**src/rtl/serial_add_sub_pkg.sv**
```systemverilog
// serial_add_sub_pkg
//   Definitions shared by the bit-serial adder/subtractor and its users:
//   - state_e      : FSM state encoding (IDLE, SHIFT, DONE)
//   - ADDSUB_W     : default operand width
//   - cnt_width()  : width of the bit counter for a given operand width
package serial_add_sub_pkg;

   localparam int ADDSUB_W = 4;

   typedef enum logic [1:0] {
      IDLE  = 2'd0,
      SHIFT = 2'd1,
      DONE  = 2'd2
   } state_e;

   // The counter runs 0..W-1, so $clog2(W) bits are enough.
   // The guard keeps the result at least 1 bit wide.
   function automatic int cnt_width(input int w);
      return (w < 2) ? 1 : $clog2(w);
   endfunction

endpackage

```
**src/rtl/full_adder.sv**
```systemverilog
// full_adder
//   One-bit full adder. This is the single arithmetic slice that the
//   serial datapath iterates over the operand bits.
//   Ports:
//     a, b  : operand bits
//     cin   : carry in
//     s     : sum bit
//     cout  : carry out
module full_adder (
   input  logic a,
   input  logic b,
   input  logic cin,
   output logic s,
   output logic cout
);

   assign s    = a ^ b ^ cin;
   assign cout = (a & b) | (cin & (a ^ b));

endmodule

```
**src/rtl/serial_add_sub.sv**
```systemverilog
// serial_add_sub
//   Bit-serial adder/subtractor.
//   m=0 gives S = A + B.
//   m=1 gives S = A - B, computed as A + ~B + 1.
//   The unit also reports the carry out (c) and the two's-complement
//   overflow (v). One full-adder slice is iterated LSB first, so one
//   operation takes W cycles in SHIFT plus one cycle in DONE.
//
//   Ports:
//     clk, rst_n : clock; asynchronous active-low reset
//     start      : operation request
//     A, B, m    : operands and mode, sampled on the accepting edge only
//     busy       : operation in progress
//     done       : one-cycle completion pulse
//     S, c, v    : registered result, held until the next completion
//     dbg_state  : current FSM state, for observation only
//
//   Handshake: start is accepted on a rising edge where busy=0 (IDLE or
//   DONE). A, B and m are sampled on that same edge. busy is then high for
//   W cycles. done is high for exactly one cycle, and S/c/v are updated on
//   entry to that cycle. start while busy=1 is ignored. Asserting start
//   during the done cycle begins the next operation back to back.
module serial_add_sub
   import serial_add_sub_pkg::*;
#(
   parameter int W = ADDSUB_W
) (
   input  logic         clk,
   input  logic         rst_n,
   input  logic         start,
   input  logic [W-1:0] A,
   input  logic [W-1:0] B,
   input  logic         m,
   output logic         busy,
   output logic         done,
   output logic [W-1:0] S,
   output logic         c,
   output logic         v,
   output state_e       dbg_state
);

   localparam int CW = cnt_width(W);
   localparam logic [CW-1:0] CNT_LAST   = CW'(W - 1);
   localparam logic [CW-1:0] CNT_MSB_IN = CW'(W - 2);

   state_e        state, next_state;
   logic [CW-1:0] cnt;
   logic [W-1:0]  a_sr, b_sr, r_sr;
   logic          carry;
   logic          cmsb_in;
   logic          fa_s, fa_cout;

   // Operand bits are taken from the LSB of the shift registers.
   full_adder u_fa (
      .a    (a_sr[0]),
      .b    (b_sr[0]),
      .cin  (carry),
      .s    (fa_s),
      .cout (fa_cout)
   );

   // FSM state register
   always_ff @(posedge clk or negedge rst_n) begin
      if (!rst_n) state <= IDLE;
      else        state <= next_state;
   end

   // FSM next-state logic
   always_comb begin
      next_state = state;
      case (state)
         IDLE, DONE: next_state = start ? SHIFT : IDLE;
         SHIFT:      if (cnt == CNT_LAST) next_state = DONE;
         default:    next_state = IDLE;
      endcase
   end

   assign busy      = (state == SHIFT);
   assign done      = (state == DONE);
   assign dbg_state = state;

   // Datapath: operand load, serial shift and result capture.
   // Subtraction reuses the adder: B is inverted on load and the carry
   // is seeded with m.
   always_ff @(posedge clk or negedge rst_n) begin
      if (!rst_n) begin
         a_sr    <= '0;
         b_sr    <= '0;
         r_sr    <= '0;
         carry   <= 1'b0;
         cmsb_in <= 1'b0;
         cnt     <= '0;
         S       <= '0;
         c       <= 1'b0;
         v       <= 1'b0;
      end else begin
         case (state)
            IDLE, DONE: begin
               if (start) begin
                  a_sr  <= A;
                  b_sr  <= B ^ {W{m}};
                  carry <= m;
                  cnt   <= '0;
               end
            end
            SHIFT: begin
               r_sr  <= {fa_s, r_sr[W-1:1]};
               a_sr  <= a_sr >> 1;
               b_sr  <= b_sr >> 1;
               carry <= fa_cout;
               cnt   <= cnt + 1'b1;
               // Carry produced by bit W-2 is the carry into the MSB.
               if (cnt == CNT_MSB_IN) cmsb_in <= fa_cout;
               // The last sum bit is not yet in r_sr, so merge it directly.
               if (cnt == CNT_LAST) begin
                  S <= {fa_s, r_sr[W-1:1]};
                  c <= fa_cout;
                  v <= cmsb_in ^ fa_cout;
               end
            end
            default: ;
         endcase
      end
   end

endmodule

```
**config.mk**
```make
export PLATFORM = sky130hd
export DESIGN_NAME = serial_add_sub
export DESIGN_NICKNAME = d
export VERILOG_FILES = /design/src/rtl/serial_add_sub_pkg.sv /design/src/rtl/full_adder.sv /design/src/rtl/serial_add_sub.sv
export SDC_FILE = /design/constraint.sdc
export NUM_CORES = 1
export LEC_CHECK = 0
export ABC_CLOCK_PERIOD_IN_PS = 2100
export CAP_MARGIN = 15
export CORE_ASPECT_RATIO = 1.25
export CORE_MARGIN = 10
export CORE_UTILIZATION = 40
export DETAILED_ROUTE_END_ITERATION = 16
export GPL_TIMING_DRIVEN = 0
export PLACE_DENSITY = 0.69
export SLEW_MARGIN = 10
export SYNTH_ARGS = -nofsm -noshare
export SYNTH_HDL_FRONTEND = slang
export SYNTH_SLANG_ARGS = --single-unit
```
**constraint.sdc**
```tcl
create_clock -name clk -period 2.1 [get_ports clk]
set_input_delay 0.21 -clock clk [delete_from_list [all_inputs] [get_ports clk]]
set_output_delay 0.21 -clock clk [all_outputs]
set_load 0.05 [all_outputs]
```
==> metrics.yaml <==
status: "finished clean"
placed_area_sq_um: 1270
power_density_nw_per_um2: 1590
core_area_sq_um: 2450
final.period_utilization: 0.951
ys_types: 29
rsz0062_at_grt: "false"
synth-seq-cells: 23
cts.path.max_buffers: 2
cts_root_buf: "clkbuf_4"
portBuffers: 20
htree_levels: 1
fp.dieH_microns: 76.6
postSynthAreaPerCell_sq_um: 11.9
yosys-top-cells-area: "dfrtp_1, mux2_2, nand2_1, xnor2_1, a221o_1"
max_slew_margin: 0.351
hold_buffers: 0
slowest_stage: "clkdlybuf4s50_1"
synth_mux_area_frac: 0.0659
tightest_slew_ns: 0.970
critical_path_class: "reg -> out"
crit_fanout: 6
yosysTopAreaCell: "dfrtp_1"
critPathMaxStageDelay_ns: 0.79
grt_overflow: 0
path_cells: "and2b_2 -> clkdlybuf4s50_1"
synth_nets: 101
first_iter_violations: 9
finish.instance_area_sq_um: 1290
grt_pass1_vias: 796
synthXorXnorAreaFrac: 0.0427
io_pins: 22
post_cts_buffers: 0
endpoint: "done"
arrival_ns: 1.79
diodes: 0
gp_congestion: 0.725
cp_num_cells: 2
rrSetupSlack_ns: 0.70
cp.required_ns: 1.89
drive_above_1_share: 0.173
fmax_mhz: 501
synthesis.area_sq_um: 1030
areaGrowthSynthToFinish_pct: 26.0
row_count: 20
synthCells: 86
cts_tree: "done"
synth_top_area_share: 0.561
crit_start: "dbg_state[0]"
vias: 695
timing.rr.start: "carry"
path_delay_family: "buffers and inverters"
dp_hpwl_mm: 1.42
slew_viol_final: 0
die-area_sq_um: 5000
synth_top_family_by_area: "simple AND/OR/NAND/NOR gates"
endpoint_kind: "output pin"
final_nets: 126
cts-buffers-inserted: 3
clock_latency_ns: 0.30
grt_pass1_wl_mm: 3.38
setup_viol: 0
vdd_ir_drop_max_mv: 0.627
antenna_found_initial: 0
start_util: 0.418
synth_compound_area_frac: 0.109
post-route-drc-count: 0
ant_nets: 0
clk_pin_slew_worst_paths_ns: 0.12
tns_ns: 0
grt_use_total: 0.0814
seq_area_frac_synth: 0.561
synth-simple-area-share: 0.133
die_x_microns: 65.3
hp-class: "in -> reg"
yosysWarnings: 0
final_cell_mix: "dfrtp_1, clkdlybuf4s50_1, nand2_1"
fin_skew_ns: 0.00297
synthAdderAreaFrac: 0.0439
start_kind: "flip-flop"
reg2reg_depth: 3
path_buf_inv: 1
final_common_cell: "dfrtp_1"
routedWlPerCell_microns: 12.6
vias_per_cell: 4.86
power.leakage_uw: 0.000601
drt-pass1-iter-count: 3
drv_cap: 0
finalHoldViolCount: 0
worstReg2RegEnd: "carry"
clock_sinks: 23
fin_crit_ns: 2.00
route.final.wire_length_mm: 1.80
grt_max_degree: 24
-- where the power goes --
group	internal [uW]	switching [uW]
sequential	642	129
clock	74.0	128
combinational	449	634
total	1170	890
-- synthesized netlist by cell type --
cell,count
dfrtp_1,23
nand2_1,14
mux2_2,6
nand3_1,4
xnor2_1,4
a221o_1,3
a22oi_1,3
nor2_1,3
o21ai_0,3
a22o_1,2
ha_1,2
inv_1,2
a21o_1,1
a22o_2,1
and2b_2,1
buf_4,1
buf_6,1
clkbuf_1,1
clkbuf_2,1
clkbuf_4,1
fa_1,1
inv_2,1
nand2b_1,1
nand2b_2,1
nand3b_2,1
nor2_4,1
nor2b_1,1
o2bb2ai_1,1
xor2_1,1
-- how the worst min path moves through the flow --
| stage | depth (start not counted) | start | slack (ns) | to |
|---|---|---|---|---|
| 2_1_floorplan | 0 | rst_n | -0.09 | S[0] |
| 3_3_place_gp | 2 | r_sr[1] | 0.46 | r_sr[1] |
| 3_5_place_dp | 2 | r_sr[1] | 0.47 | r_sr[1] |
| 4_1_cts | 3 | m | 0.30 | carry |
| 5_1_grt | 3 | m | 0.33 | carry |
| 6_report | 3 | m | 0.31 | carry |
-- state kept, by name (all words and copies together) (netlist names) --
register,cells
S,4
a_sr,4
b_sr,4
c,1
carry,1
cmsb_in,1
cnt,2
dbg_state,2
r_sr,3
v,1
-- cells by family (layout without fill, tap and decap cells) --
logic type | after synthesis | count (layout)
compound gates | 14 | 14
xor+xnor | 5 | 5
fa+ha+maj | 3 | 3
buf+inv | 8 | 32
flops | 23 | 23
mux | 6 | 6
simple gates | 27 | 27
-- timing repair --
item | CTS | global route
endpoints found under the hold margin | 0 | 0
resized for setup | 1 | 0
endpoints found under the setup margin | 1 | 0
-- worst reg2reg max path: cells and delay by family, from the launching register on --
kind,cells,cell delay [ns]
AO/OA/AOI/OAI,2,0.41
adder cells (fa/ha/maj),1,0.49
flip-flops,1,0.42
-- layer usage --
layer / track usage / vias to the layer above / part of all wire
met1: 0.0924 / 338 / 0.44
li1: - / 340 / -
met5: 0 / - / 0
met4: 0.0322 / 0 / 0
met3: 0.0309 / 0 / 0.071
met2: 0.132 / 17 / 0.49
-- cell type report --
class,instances,area [sq um]
Inverter,3,11.3
Sequential cell,23,576
Clock buffer,4,26.3
Multi-Input combinational cell,55,404
Buffer,5,35.0
Fill cell,243,1160
Tap cell,33,41.3
Timing Repair Buffer,20,199
-- stage by stage --
step	power, uW	setup WS (ns)	instances	hold slack (ns)	util
2_1_floorplan	1580	0.563	86	-0.0856	-
3_3_place_gp	1870	0.241	139	0.457	0.517
3_5_place_dp	1900	0.233	139	0.468	0.517
4_1_cts	2090	0.0806	143	0.304	0.527
5_1_grt	2250	0.0103	143	0.330	0.527
6_report	2060	0.104	143	0.309	0.527
Power figures use the tool's default switching activity.
